## config.mk

```make
export PLATFORM = sky130hd
export DESIGN_NAME = aoi_pipe
export DESIGN_NICKNAME = d
export VERILOG_FILES = /design/src/rtl/aoi_pkg.sv /design/src/rtl/aoi_stage.sv /design/src/rtl/aoi_pipe.sv
export SDC_FILE = /design/constraint.sdc
export NUM_CORES = 1
export LEC_CHECK = 0
export ABC_AREA = 1
export CORE_ASPECT_RATIO = 1.4
export CORE_UTILIZATION = 46
export DETAILED_ROUTE_END_ITERATION = 6
export PLACE_DENSITY = 0.78
export SLEW_MARGIN = 40
export SYNTH_ARGS = -nofsm -noshare
export SYNTH_HDL_FRONTEND = slang
export SYNTH_SLANG_ARGS = --single-unit
```

## constraint.sdc

```tcl
create_clock -name clk -period 1.8 [get_ports clk]
set_input_delay 0.18 -clock clk [delete_from_list [all_inputs] [get_ports clk]]
set_output_delay 0.18 -clock clk [all_outputs]
set_load 0.02 [all_outputs]
```

## src/rtl/aoi_pkg.sv

```systemverilog
// Shared types and the per-lane combine/invert function for the AOI pipeline.
package aoi_pkg;

   // Function select: bit 0 picks the reduction/combine pair, bit 1 suppresses the invert.
   typedef enum logic [1:0] {
      AOI = 2'b00,
      OAI = 2'b01,
      AO  = 2'b10,
      OA  = 2'b11
   } aoi_mode_e;

   // Widest lane vector aoi_eval handles; callers zero-extend and truncate to their N.
   localparam int AOI_MAX_W = 64;

   // Combine the reduced operand t with d, then optionally invert.
   // AND/OR reductions pair with OR/AND combines respectively.
   function automatic logic [AOI_MAX_W-1:0] aoi_eval(input logic [AOI_MAX_W-1:0] t,
                                                     input logic [AOI_MAX_W-1:0] d,
                                                     input aoi_mode_e            mode);
      logic [AOI_MAX_W-1:0] c;
      c = mode[0] ? (t & d) : (t | d);
      return mode[1] ? c : ~c;
   endfunction

endpackage

```

## src/rtl/aoi_stage.sv

```systemverilog
// One valid/ready register slice. Accepts when empty or when its content leaves
// in the same cycle, so back-to-back transfers run at full rate.
module aoi_stage #(
   parameter int W = 1
) (
   input  logic         clk,
   input  logic         rst,
   input  logic         valid_i,
   input  logic [W-1:0] data_i,
   output logic         ready_o,
   output logic         valid_o,
   output logic [W-1:0] data_o,
   input  logic         ready_i
);

   logic         valid_q, valid_d;
   logic [W-1:0] data_q, data_d;
   logic         load;

   // Next-state: load on handshake; valid clears only if drained and not reloaded.
   always_comb begin
      ready_o = !valid_q || ready_i;
      load    = valid_i && ready_o;
      valid_d = load || (valid_q && !ready_i);
      data_d  = load ? data_i : data_q;
   end

   // Slice registers with synchronous reset.
   always_ff @(posedge clk) begin
      if (rst) begin
         valid_q <= 1'b0;
         data_q  <= '0;
      end else begin
         valid_q <= valid_d;
         data_q  <= data_d;
      end
   end

   assign valid_o = valid_q;
   assign data_o  = data_q;

endmodule

```

## src/rtl/aoi_pipe.sv

```systemverilog
// Two-stage pipelined AND-OR-INVERT family with flow control and a saturating
// count of delivered all-zero results.
//
// Handshake: a transfer happens on a rising edge where valid && ready are both
// high. The sender keeps valid and data stable until that transfer; ready may
// depend combinationally on the downstream ready but never on valid.
module aoi_pipe
   import aoi_pkg::*;
#(
   parameter int N  = 2,
   parameter int M  = 3,
   parameter int CW = 8
) (
   input  logic           clk,
   input  logic           rst,
   input  logic           in_valid,
   output logic           in_ready,
   input  logic [M*N-1:0] ops,
   input  logic [N-1:0]   d,
   input  logic [1:0]     mode,
   output logic           out_valid,
   input  logic           out_ready,
   output logic [N-1:0]   y,
   output logic [CW-1:0]  zero_cnt
);

   // S1 payload layout: {mode, d, t}
   localparam int W1 = 2 * N + 2;

   logic [N-1:0]  t_red;
   logic [W1-1:0] s1_data_in, s1_data;
   logic          s1_valid;
   logic          s2_ready;
   logic [N-1:0]  s1_t, s1_d;
   aoi_mode_e     s1_mode;
   logic [N-1:0]  s2_data_in;
   logic [CW-1:0] zero_cnt_q, zero_cnt_d;

   // Per-lane reduction across all operands: AND for mode[0]=0, OR for mode[0]=1.
   always_comb begin
      t_red = mode[0] ? '0 : '1;
      for (int k = 0; k < M; k++) begin
         if (mode[0]) t_red = t_red | ops[k*N +: N];
         else         t_red = t_red & ops[k*N +: N];
      end
      s1_data_in = {mode, d, t_red};
   end

   aoi_stage #(.W(W1)) u_s1 (
      .clk     (clk),
      .rst     (rst),
      .valid_i (in_valid),
      .data_i  (s1_data_in),
      .ready_o (in_ready),
      .valid_o (s1_valid),
      .data_o  (s1_data),
      .ready_i (s2_ready)
   );

   // Combine with d and apply the invert using the mode captured with this transaction.
   always_comb begin
      s1_t       = s1_data[N-1:0];
      s1_d       = s1_data[2*N-1:N];
      s1_mode    = aoi_mode_e'(s1_data[2*N+1:2*N]);
      s2_data_in = N'(aoi_eval(AOI_MAX_W'(s1_t), AOI_MAX_W'(s1_d), s1_mode));
   end

   aoi_stage #(.W(N)) u_s2 (
      .clk     (clk),
      .rst     (rst),
      .valid_i (s1_valid),
      .data_i  (s2_data_in),
      .ready_o (s2_ready),
      .valid_o (out_valid),
      .data_o  (y),
      .ready_i (out_ready)
   );

   // Count delivered zero results, holding at all-ones.
   always_comb begin
      zero_cnt_d = zero_cnt_q;
      if (out_valid && out_ready && (y == '0) && (zero_cnt_q != '1))
         zero_cnt_d = zero_cnt_q + 1'b1;
   end

   // Zero counter register with synchronous reset.
   always_ff @(posedge clk) begin
      if (rst) zero_cnt_q <= '0;
      else     zero_cnt_q <= zero_cnt_d;
   end

   assign zero_cnt = zero_cnt_q;

endmodule

```

==> flow_summary.json <==
{
  "status": "completed",
  "period_share_pct": 90.8,
  "drtIter0Drc": 16,
  "viasPerCell": 4.92,
  "whs_ns": 0.476,
  "finalSetupTns_ns": 0,
  "path_clk_slew_ns": 0.10,
  "cts-root-buf": "clkbuf_4",
  "top_layer": "met4",
  "start_kind": "input port",
  "endpoint_kind": "output port",
  "cts_hold_buf": 0,
  "min_path_type": "in2reg",
  "layout_commonest_cell": "nand2_1",
  "wl_per_cell_um": 9.75,
  "grt_max_degree": 13,
  "syn_area_um2": 932,
  "arrival_ns": 1.45,
  "port_buffers": 25,
  "ctsHtreeMaxLevel": 1,
  "ir_drop_mv": 0.555,
  "insertion_delay_ns": 0.28,
  "worstSetupPathType": "in2out",
  "grt_pass1_vias": 898,
  "start_util_pct": 51.1,
  "place_hpwl_mm": 1.52,
  "wl_met1_um": 756,
  "fp-row-count": 18,
  "cts.repair.resized": 0,
  "worstMarginPinSlew_ns": 0.348,
  "crit_fanout": 3,
  "gr-total-overflow": 0,
  "clock.fmax_mhz": 612,
  "cp_data_required_time_ns": 1.62,
  "drive_gt1_share_pct": 5.85,
  "wirelength_mm": 1.86,
  "rsz0062_at_grt": "false",
  "die_w_um": 40.0,
  "dieHeight_um": 55.3,
  "relSlewSlack_pct": 76.7,
  "numClockSinks": 18,
  "yosysSeqAreaShare_pct": 38.7,
  "clockBufferDepth": 2,
  "area_delta_synth_final_pct": 31.8,
  "power.density_nw_per_um2": 640,
  "avgSynthCellArea_um2": 6.47,
  "gp_congestion": 0.740,
  "fin_skew_ns": 0.00116,
  "final_antenna_net_count": 0,
  "post_cts_buffers": 0,
  "wl_met3_um": 52,
  "drtPass1Iterations": 4,
  "ios": 26,
  "finalNetCount": 187,
  "leakagePower_nw": 0.543,
  "drc_errors": 0,
  "diodes": 0,
  "synth_nets": 159,
  "fillCellCount": 166,
  "grt_usage_pct": 20.0,
  "via_count": 939,
  "cts_tree": "built",
  "mostFrequentLayoutCells": "nand2_1, inv_1, clkdlybuf4s50_1",
  "slowest_delay_ns": 0.62,
  "crit_top_cell": "clkdlybuf4s50_1",
  "wl_met2_mm": 1.04,
  "yosysWarnings": 0,
  "dieArea_um2": 2210,
  "antenna_found_initial": 0,
  "synth_cell_type_count": 18,
  "final_max_slew_viol_count": 0,
  "max_cap_viol_count": 0,
  "min_period_ns": 1.63,
  "path_cells": "clkdlybuf4s50_1 -> inv_1 -> nand3_1 -> clkdlybuf4s50_1",
  "cts_buffers": 3,
  "multiInputGateArea_um2": 452,
  "cp_slowest_cell": "clkdlybuf4s50_1",
  "grt_first_pass_wirelength_mm": 3.28,
  "hold_viol": 0,
  "setup_viol": 0,
  "core-area_um2": 1820,
  "synth-seq-cells": 18,
  "regArea_um2": 360,
  "synthCells": 144
}
==> stage by stage <==
stage	worst slack, ns	instance area [um^2]	util [%]	instances	power, W
after floorplan	0.375	932	-	144	0.000500
after global placement	0.189	1190	65.4	187	0.000552
after detailed placement	0.158	1190	65.4	187	0.000556
after CTS	0.156	1230	67.4	191	0.000789
after global routing	0.0380	1230	67.4	191	0.000828
final	0.165	1230	67.4	191	0.000786
==> synth_stat cells, drive strengths merged <==
library cell / number / area [um^2]
nand2: 36 / 140
a21oi: 13 / 65.1
o21ai: 8 / 40.0
inv: 26 / 97.6
nor2: 14 / 57.6
dfxtp: 18 / 360
nand3: 15 / 75.1
nand4: 4 / 25.0
ha: 1 / 12.5
buf: 2 / 18.8
nor3: 4 / 20.0
clkbuf: 1 / 3.75
o31ai: 1 / 7.51
xor2: 1 / 8.76
==> metal layers <==
metal	GRT usage [%]	up-vias
li1	-	513
met1	21.1	404
met2	36.6	20
met3	3.61	2
met4	5.91	0
met5	0	-
==> power breakdown <==
group          total [W]  internal (W)  switching (W)
clock network   0.000240      0.000123       0.000116
registers       0.000426      0.000416      0.0000104
logic           0.000120     0.0000588      0.0000615
total           0.000786      0.000597       0.000188
==> critical path, delay by kind of cell <==
family,cells,cell delay (ns)
and+or+nand+nor,1,0.11
buffers and inverters,3,1.16
==> sequential cells by signal (all words and copies together) (netlist names) <==
signal,count
u_s2.valid_o,1
u_s1.valid_o,1
u_s2.data_o,2
u_s1.data_o,6
zero_cnt,8
==> cell type report <==
| cell class | instances | area share (%) |
|---|---|---|
| inverter | 26 | 7.94 |
| tap | 20 | 2.04 |
| clock buffer | 4 | 2.95 |
| timing repair buffer | 26 | 21.0 |
| multi-input combinational | 97 | 36.8 |
| sequential | 18 | 29.3 |
==> worst paths after layout <==
check	startpoint	to	slack (ns)	cells after the start
worst max register to register	zero_cnt[0]	zero_cnt[7]	0.25	8
worst max-delay path	out_ready	in_ready	0.17	4
worst min register to register	u_s1.data_o[2]	u_s1.data_o[2]	0.48	2
worst min-delay path	in_valid	u_s1.valid_o	0.48	3
==> cell families (layout without fill, tap and decap cells) <==
family | count (synthesis) | in the layout | synth area share, %
AND/OR/NAND/NOR | 73 | 73 | 34.1
AO/OA/AOI/OAI | 22 | 22 | 12.1
buffers and inverters | 29 | 56 | 12.9
XOR/XNOR | 1 | 1 | 0.940
flip-flops | 18 | 18 | 38.7
adder cells (fa/ha/maj) | 1 | 1 | 1.34
Note: power is estimated with default switching activity, not from simulation.
